--- src/rtl/fft_pkg.sv ---
// Shared FFT datapath definitions: loader FSM states, default widths and the
// {real, imag} word packing used by the loader, butterfly and sample RAM.
package fft_pkg;

  localparam int unsigned ADDR_WIDTH_DEF = 5;
  localparam int unsigned DATA_WIDTH_DEF = 16;

  typedef enum logic [1:0] {
    LOAD  = 2'd0,
    RUN   = 2'd1,
    DRAIN = 2'd2
  } fft_state_e;

  // Real component occupies the upper half of the RAM word.
  function automatic logic [2*DATA_WIDTH_DEF-1:0] pack_sample(
    input logic [DATA_WIDTH_DEF-1:0] re,
    input logic [DATA_WIDTH_DEF-1:0] im
  );
    return {re, im};
  endfunction

endpackage

--- src/rtl/fft_input_loader_bit_reverse.sv ---
// Combinational bit reversal of a sample index across ADDR_WIDTH bits.
module bit_reverse #(
  parameter int unsigned ADDR_WIDTH = 5
) (
  input  logic [ADDR_WIDTH-1:0] value,
  output logic [ADDR_WIDTH-1:0] reversed
);

  for (genvar i = 0; i < ADDR_WIDTH; i++) begin : g_rev
    assign reversed[i] = value[ADDR_WIDTH-1-i];
  end

endmodule

--- src/rtl/fft_input_loader.sv ---
// Loads one frame of complex samples into the sample RAM, then runs the address
// generator and waits out its write-back drain. Define FFT_LOADER_BITREV_EN for
// bit-reversed write order; natural order otherwise.
module fft_input_loader
  import fft_pkg::*;
#(
  parameter int unsigned ADDR_WIDTH   = ADDR_WIDTH_DEF,
  parameter int unsigned DATA_WIDTH   = DATA_WIDTH_DEF,
  parameter int unsigned DRAIN_CYCLES = 4
) (
  input  logic                    clk,
  input  logic                    rst,
  input  logic                    in_valid,
  output logic                    in_ready,
  input  logic [DATA_WIDTH-1:0]   in_real,
  input  logic [DATA_WIDTH-1:0]   in_imag,
  output logic                    mem_we,
  output logic [ADDR_WIDTH-1:0]   mem_addr,
  output logic [2*DATA_WIDTH-1:0] mem_wdata,
  output logic                    fft_start,
  input  logic                    fft_done,
  output logic                    frame_done
);

  localparam int unsigned DRAIN_W = (DRAIN_CYCLES > 1) ? $clog2(DRAIN_CYCLES) : 1;
  localparam logic [ADDR_WIDTH-1:0] LAST_IDX = '1;

  fft_state_e                state_q, state_d;
  logic [ADDR_WIDTH-1:0]     count_q, count_d;
  logic [DRAIN_W-1:0]        drain_q, drain_d;
  logic [ADDR_WIDTH-1:0]     wr_addr_c;
  logic                      mem_we_d, fft_start_d, frame_done_d;
  logic [ADDR_WIDTH-1:0]     mem_addr_d;
  logic [2*DATA_WIDTH-1:0]   mem_wdata_d;

`ifdef FFT_LOADER_BITREV_EN
  bit_reverse #(.ADDR_WIDTH(ADDR_WIDTH)) u_bit_reverse (
    .value    (count_q),
    .reversed (wr_addr_c)
  );
`else
  assign wr_addr_c = count_q;
`endif

  // Ready depends on state only, so there is no path from in_valid.
  assign in_ready = (state_q == LOAD);

  always_ff @(posedge clk or posedge rst) begin
    if (rst) begin
      state_q    <= LOAD;
      count_q    <= '0;
      drain_q    <= '0;
      mem_we     <= 1'b0;
      mem_addr   <= '0;
      mem_wdata  <= '0;
      fft_start  <= 1'b0;
      frame_done <= 1'b0;
    end else begin
      state_q    <= state_d;
      count_q    <= count_d;
      drain_q    <= drain_d;
      mem_we     <= mem_we_d;
      mem_addr   <= mem_addr_d;
      mem_wdata  <= mem_wdata_d;
      fft_start  <= fft_start_d;
      frame_done <= frame_done_d;
    end
  end

  always_comb begin
    state_d      = state_q;
    count_d      = count_q;
    drain_d      = drain_q;
    mem_we_d     = 1'b0;
    mem_addr_d   = mem_addr;
    mem_wdata_d  = mem_wdata;
    fft_start_d  = fft_start;
    frame_done_d = 1'b0;

    case (state_q)
      LOAD: begin
        fft_start_d = 1'b0;
        if (in_valid) begin
          mem_we_d    = 1'b1;
          mem_addr_d  = wr_addr_c;
          mem_wdata_d = {in_real, in_imag};
          count_d     = count_q + ADDR_WIDTH'(1);
          if (count_q == LAST_IDX) begin
            state_d     = RUN;
            fft_start_d = 1'b1;
          end
        end
      end
      RUN: begin
        fft_start_d = 1'b1;
        if (fft_done) begin
          state_d = DRAIN;
          drain_d = DRAIN_W'(DRAIN_CYCLES - 1);
        end
      end
      DRAIN: begin
        fft_start_d = 1'b1;
        if (drain_q == '0) begin
          state_d      = LOAD;
          fft_start_d  = 1'b0;
          frame_done_d = 1'b1;
        end else begin
          drain_d = drain_q - DRAIN_W'(1);
        end
      end
      default: begin
        state_d     = LOAD;
        fft_start_d = 1'b0;
      end
    endcase
  end

endmodule

--- config.mk ---
export PLATFORM = sky130hd
export DESIGN_NAME = fft_input_loader
export DESIGN_NICKNAME = d
export VERILOG_FILES = /design/src/rtl/fft_pkg.sv /design/src/rtl/fft_input_loader_bit_reverse.sv /design/src/rtl/fft_input_loader.sv
export SDC_FILE = /design/constraint.sdc
export NUM_CORES = 1
export LEC_CHECK = 0
export ABC_CLOCK_PERIOD_IN_PS = 1700
export CORE_MARGIN = 2
export CORE_UTILIZATION = 45
export CTS_BUF_LIST = sky130_fd_sc_hd__clkbuf_4 sky130_fd_sc_hd__clkbuf_8
export DETAILED_ROUTE_END_ITERATION = 7
export PLACE_DENSITY = 0.82
export SLEW_MARGIN = 20
export SYNTH_ARGS = -nofsm -noshare
export SYNTH_HDL_FRONTEND = slang
export SYNTH_SLANG_ARGS = --single-unit
--- constraint.sdc ---
create_clock -name clk -period 1.7 [get_ports clk]
set_input_delay 0.17 -clock clk [delete_from_list [all_inputs] [get_ports clk]]
set_output_delay 0.17 -clock clk [all_outputs]
set_load 0.01 [all_outputs]
Yosys cells after proc, flatten, opt, wreduce, memory -nomap -nowiden
Index checks and enable logic that the tools add are counted.

Register bits after elaboration: 49. Latch bits: 0. Memory bits (writable): 0. Memory bits (read-only): 0. Bits of input ports: 36. Output and inout bits: 41. Word-level logic and storage cells: 40. Memories: 0.

Add/subtract/negate cells: 2. Multiply operators: 0. Div/mod/pow operators: 0. Order comparisons: 0. Equality and inequality tests: 8. Shifts and indexed selects: 0. Muxes and demuxes: 16. Bitwise gates (word level): 0. Reductions and logical operators: 6.

Operator list (number): $mux W2 (6); $ne A2 B2 Y1 const B (4); $mux W1 (7); $pmux W2 S3 (1); $add A5 B1 Y5 const B (1); $eq A5 B5 Y1 const B (1); $logic_not A2 Y1 (2); $pmux W2 S2 (1); $reduce_and A4 Y1 (1); $pmux W1 S3 (1); $reduce_and A3 Y1 (1); $eq A2 B1 Y1 const B (1); $eq A2 B2 Y1 const B (1); $ne A2 B1 Y1 const B (1); $reduce_and A2 Y1 (1); $reduce_bool A2 Y1 (1); $sub A2 B1 Y2 const B (1).

Depth between registers and ports, before layout
Depth in word-level cells: 4. Mapped depth: 6. Mapped depth without buffers: 6.

Least setup slack after synthesis
No wires, ideal clock.

Path type: flip-flop to flip-flop. Start point: reg count_q[0]. End point: reg count_q[4]. Library setup time: 0.125 ns. Arrival time: 1.303 ns. Data required time: 1.575 ns. Path slack: 0.272 ns. Stages on the path, launching flop included: 5. Path buffers: 0. Period minus slack after synthesis: 1.428 ns. Path through: dfrtp_1 ha_1 and3_1 ha_1 mux2_2.

Cells in the longest elaborated chain, start to end: 1.

RTL lines: from (decl) (line fft_input_loader.sv:29) `logic [ADDR_WIDTH-1:0] count_q, count_d;`; from (signal assigned) (line fft_input_loader.sv:60) `count_q <= count_d;`; $add A5 B1 Y5 (line fft_input_loader.sv:87) `count_d = count_q + ADDR_WIDTH'(1);`.

Every way passes these cells. A chain may end at the register's enable or synchronous reset.

Worst setup path after layout
Ends and elaborated chain as after synthesis.

==> flow_summary.toml <==
[clocking]
cts_tree = "yes"
htreeDepth = 2
path_clk_slew_ps = 90
cts_setup_buffers = 0
hold_buffers = 0
cts_buffers = 5
worst_skew_pair.late_latency_ps = 300
clock-sinks = 49
root_buffer = "clkbuf_8"
cts_buffer_depth = 2

[setup_path]
crit_slowest_cell = "dfrtp_1"
start_kind = "register"
critPathMaxStageDelay_ps = 460
end_kind = "register"
cp_max_fo = 4
worst_ep_arrival_time_ps = 1730
criticalPathCategory = "reg2reg"
cp_data_required_time_ps = 1890
critPathMostFrequentCell = "ha_1"
worstPathCellList = "ha_1 -> and3_1 -> ha_1 -> mux2_2"

[sta]
setup_tns_ps = 0
finalSetupViolCount = 0
fin_crit_ps = 1540
fin_skew_ps = 7.12
timing.final.crit_share_pct = 90.5
relSlewSlack_pct = 81.0
report.final.slew_viol_count = 0
worstMarginPinSlew_ps = 280
final-hold-violation-count = 0
max_freq_ghz = 0.650
rsz0062_at_grt = "no"

[synth]
synth_cell_types = 20
postSynthCellCount = 127
seq_area_frac_synth_pct = 62.5
syn_area_per_cell_um2 = 15.5
syn-num-nets = 166
ys_warn_count = 0
yosysTopAreaCellShare_pct = 62.5
synth_ff_type = "dfrtp_1"
synth_most_common_cell = "dfrtp_1"
yosys.area.top_type = "dfrtp_1"
ys_ff_latch = 49
synth_top_cells_by_count = "dfrtp_1, mux2_2, a21oi_1"
ys_async_sr_fraction_pct = 100
synth_area_leaders = "dfrtp_1, mux2_2, buf_6, ha_1, a21oi_1"
synth_area_um2 = 1960
synth_edf_count = 0

[layout]
regArea_um2 = 1230
fin_cells = 261
final_nets = 247
n_fill_cell = 299
multi_input_area_um2 = 672
syn2layout_area_growth_pct = 48.2
antenna_cells = 0
drive_gt1_share_pct = 27.3

[route]
drt-pass1-iter-count = 4
detail-route-antenna-nets = 0
wl_per_cell_um = 14.4
wirelength_mm = 3.75
avgViaCountPerCell = 4.85
vias = 1267
drc = 0
drt_first_iter_violations = 73

[status]
status = "completed"

[pwr]
peakVddDrop_uv = 832
p_seq_share_pct = 41.3
p_leak_uw = 0.00123
p_clk_share_pct = 18.9
power_density_nw_per_um2 = 1560
power.switching_uw = 1310
p_int_uw = 3220
switching_share_pct = 28.9
pwr-share-comb_pct = 39.8

[global_routing]
grt_pass1_wl_mm = 6.31
grt_pass1_vias = 1332
grt-ovfl-total = 0
grt_usage_pct = 16.4
antenna_found_initial = 0
grt_max_degree = 50

[die]
core_area_um2 = 4260
die_area_um2 = 4910
num_rows = 24
start_util_pct = 46.0
die-height_um = 70.1
die_width_um = 70.1
ios = 77

[placement]
globalplace.congestion = 0.732
hpwl_mm = 2.71
port_buffers = 76
dp.cells = 253

[job]
maxCapViolCount = 0

[worst_hold_path]
hold_path_class = "in2async"
-- layout by cell type (no fill, tap or decap) --
master / Yosys / routed
a21oi_1: 5 / 5
and3_1: 1 / 1
and3b_1: 1 / 1
buf_12: 0 / 2
buf_4: 0 / 2
bufinv_16: 0 / 1
clkbuf_4: 0 / 1
clkbuf_8: 0 / 6
clkdlybuf4s50_1: 0 / 75
dfrtp_1: 49 / 49
dlygate4sd2_1: 0 / 1
ha_1: 3 / 3
inv_1: 3 / 2
inv_2: 0 / 1
mux2_2: 40 / 40
nand2_1: 4 / 4
nand4_4: 1 / 1
nor2_1: 3 / 3
nor3b_4: 1 / 1
nor4b_1: 2 / 2
o21ai_0: 4 / 4
or2_2: 1 / 1
xnor2_1: 1 / 1
xnor2_2: 1 / 1
xor2_1: 1 / 1
-- power by group through the flow --
stage / Combinational, µW / Sequential, µW / Clock, µW
3_3_place_gp: 1760 / 1870 / 0
4_1_cts: 1820 / 1880 / 880
6_report: 1800 / 1870 / 856
5_1_grt: 1930 / 1920 / 934
3_5_place_dp: 1820 / 1890 / 0
2_1_floorplan: 784 / 2010 / 0
-- sequential cells by signal, indices dropped and copies added (netlist names) --
name	flops
mem_wdata	32
count_q	5
mem_addr	5
drain_q	2
state_q	2
fft_start	1
frame_done	1
mem_we	1
-- cell type report --
type                    instances  share of cell area, %
clock buffers                   7                   3.10
clock inverters                 1                   1.03
inverters                       3                  0.387
multi-input cells              69                   23.1
flip-flops and latches         49                   42.2
well taps                      52                   2.24
repair buffers                 80                   28.0
-- path summary, 6_finish.rpt --
path	startpoint	endpoint	slack (ps)	cells past startpoint
setup / recovery	count_q[0]	count_q[4]	160	4
hold / removal	rst	mem_wdata[13]	230	3
setup reg to reg	count_q[0]	count_q[4]	160	4
hold reg to reg	mem_wdata[29]	mem_wdata[29]	510	1
max in group asynchronous	rst	count_q[0]	1260	3
min in group clk	in_real[0]	mem_wdata[16]	480	2
-- stage by stage --
step / hold WS [ps] / worst slack (ps) / utilization [%] / total power [µW] / area (µm²)
after floorplan: 314 / 272 / - / 2790 / 1960
after CTS: 238 / 147 / 68.2 / 4580 / 2910
after global routing: 258 / 116 / 68.2 / 4790 / 2910
after global placement: 489 / 52.5 / 65.4 / 3630 / 2790
after detailed placement: 494 / 17.1 / 65.4 / 3720 / 2790
final: 232 / 162 / 68.2 / 4520 / 2910
-- repair_timing --
action	CTS	global route
endpoints found under the hold margin	0	0
setup endpoints to repair	1	0
gates resized for setup	1	0
-- worst max-delay path: cells and delay by family, from the launching register on --
kind | cells | cell delay [ps]
simple gates | 1 | 190
flops | 1 | 460
fa+ha+maj | 2 | 520
mux | 1 | 260
-- per-layer routing --
layer,global-route usage (%),wire [µm],share of wire (%)
met3,6.78,306,8.2
met5,0,0,0
met1,20.7,1540,41
met2,25.9,1840,49
met4,5.13,64,1.7
-- logic make-up (layout without fill, tap and decap cells) --
| kind of cell | after synthesis | in the layout | synth area share, % |
|---|---|---|---|
| flip-flops | 49 | 49 | 62.5 |
| AO/OA/AOI/OAI | 9 | 9 | 2.29 |
| adder cells (fa/ha/maj) | 3 | 3 | 1.91 |
| AND/OR/NAND/NOR | 14 | 14 | 5.35 |
| buffers and inverters | 9 | 91 | 3.31 |
| multiplexers | 40 | 40 | 22.9 |
| XOR/XNOR | 3 | 3 | 1.72 |
No activity file was read; power rests on OpenSTA's default activity.
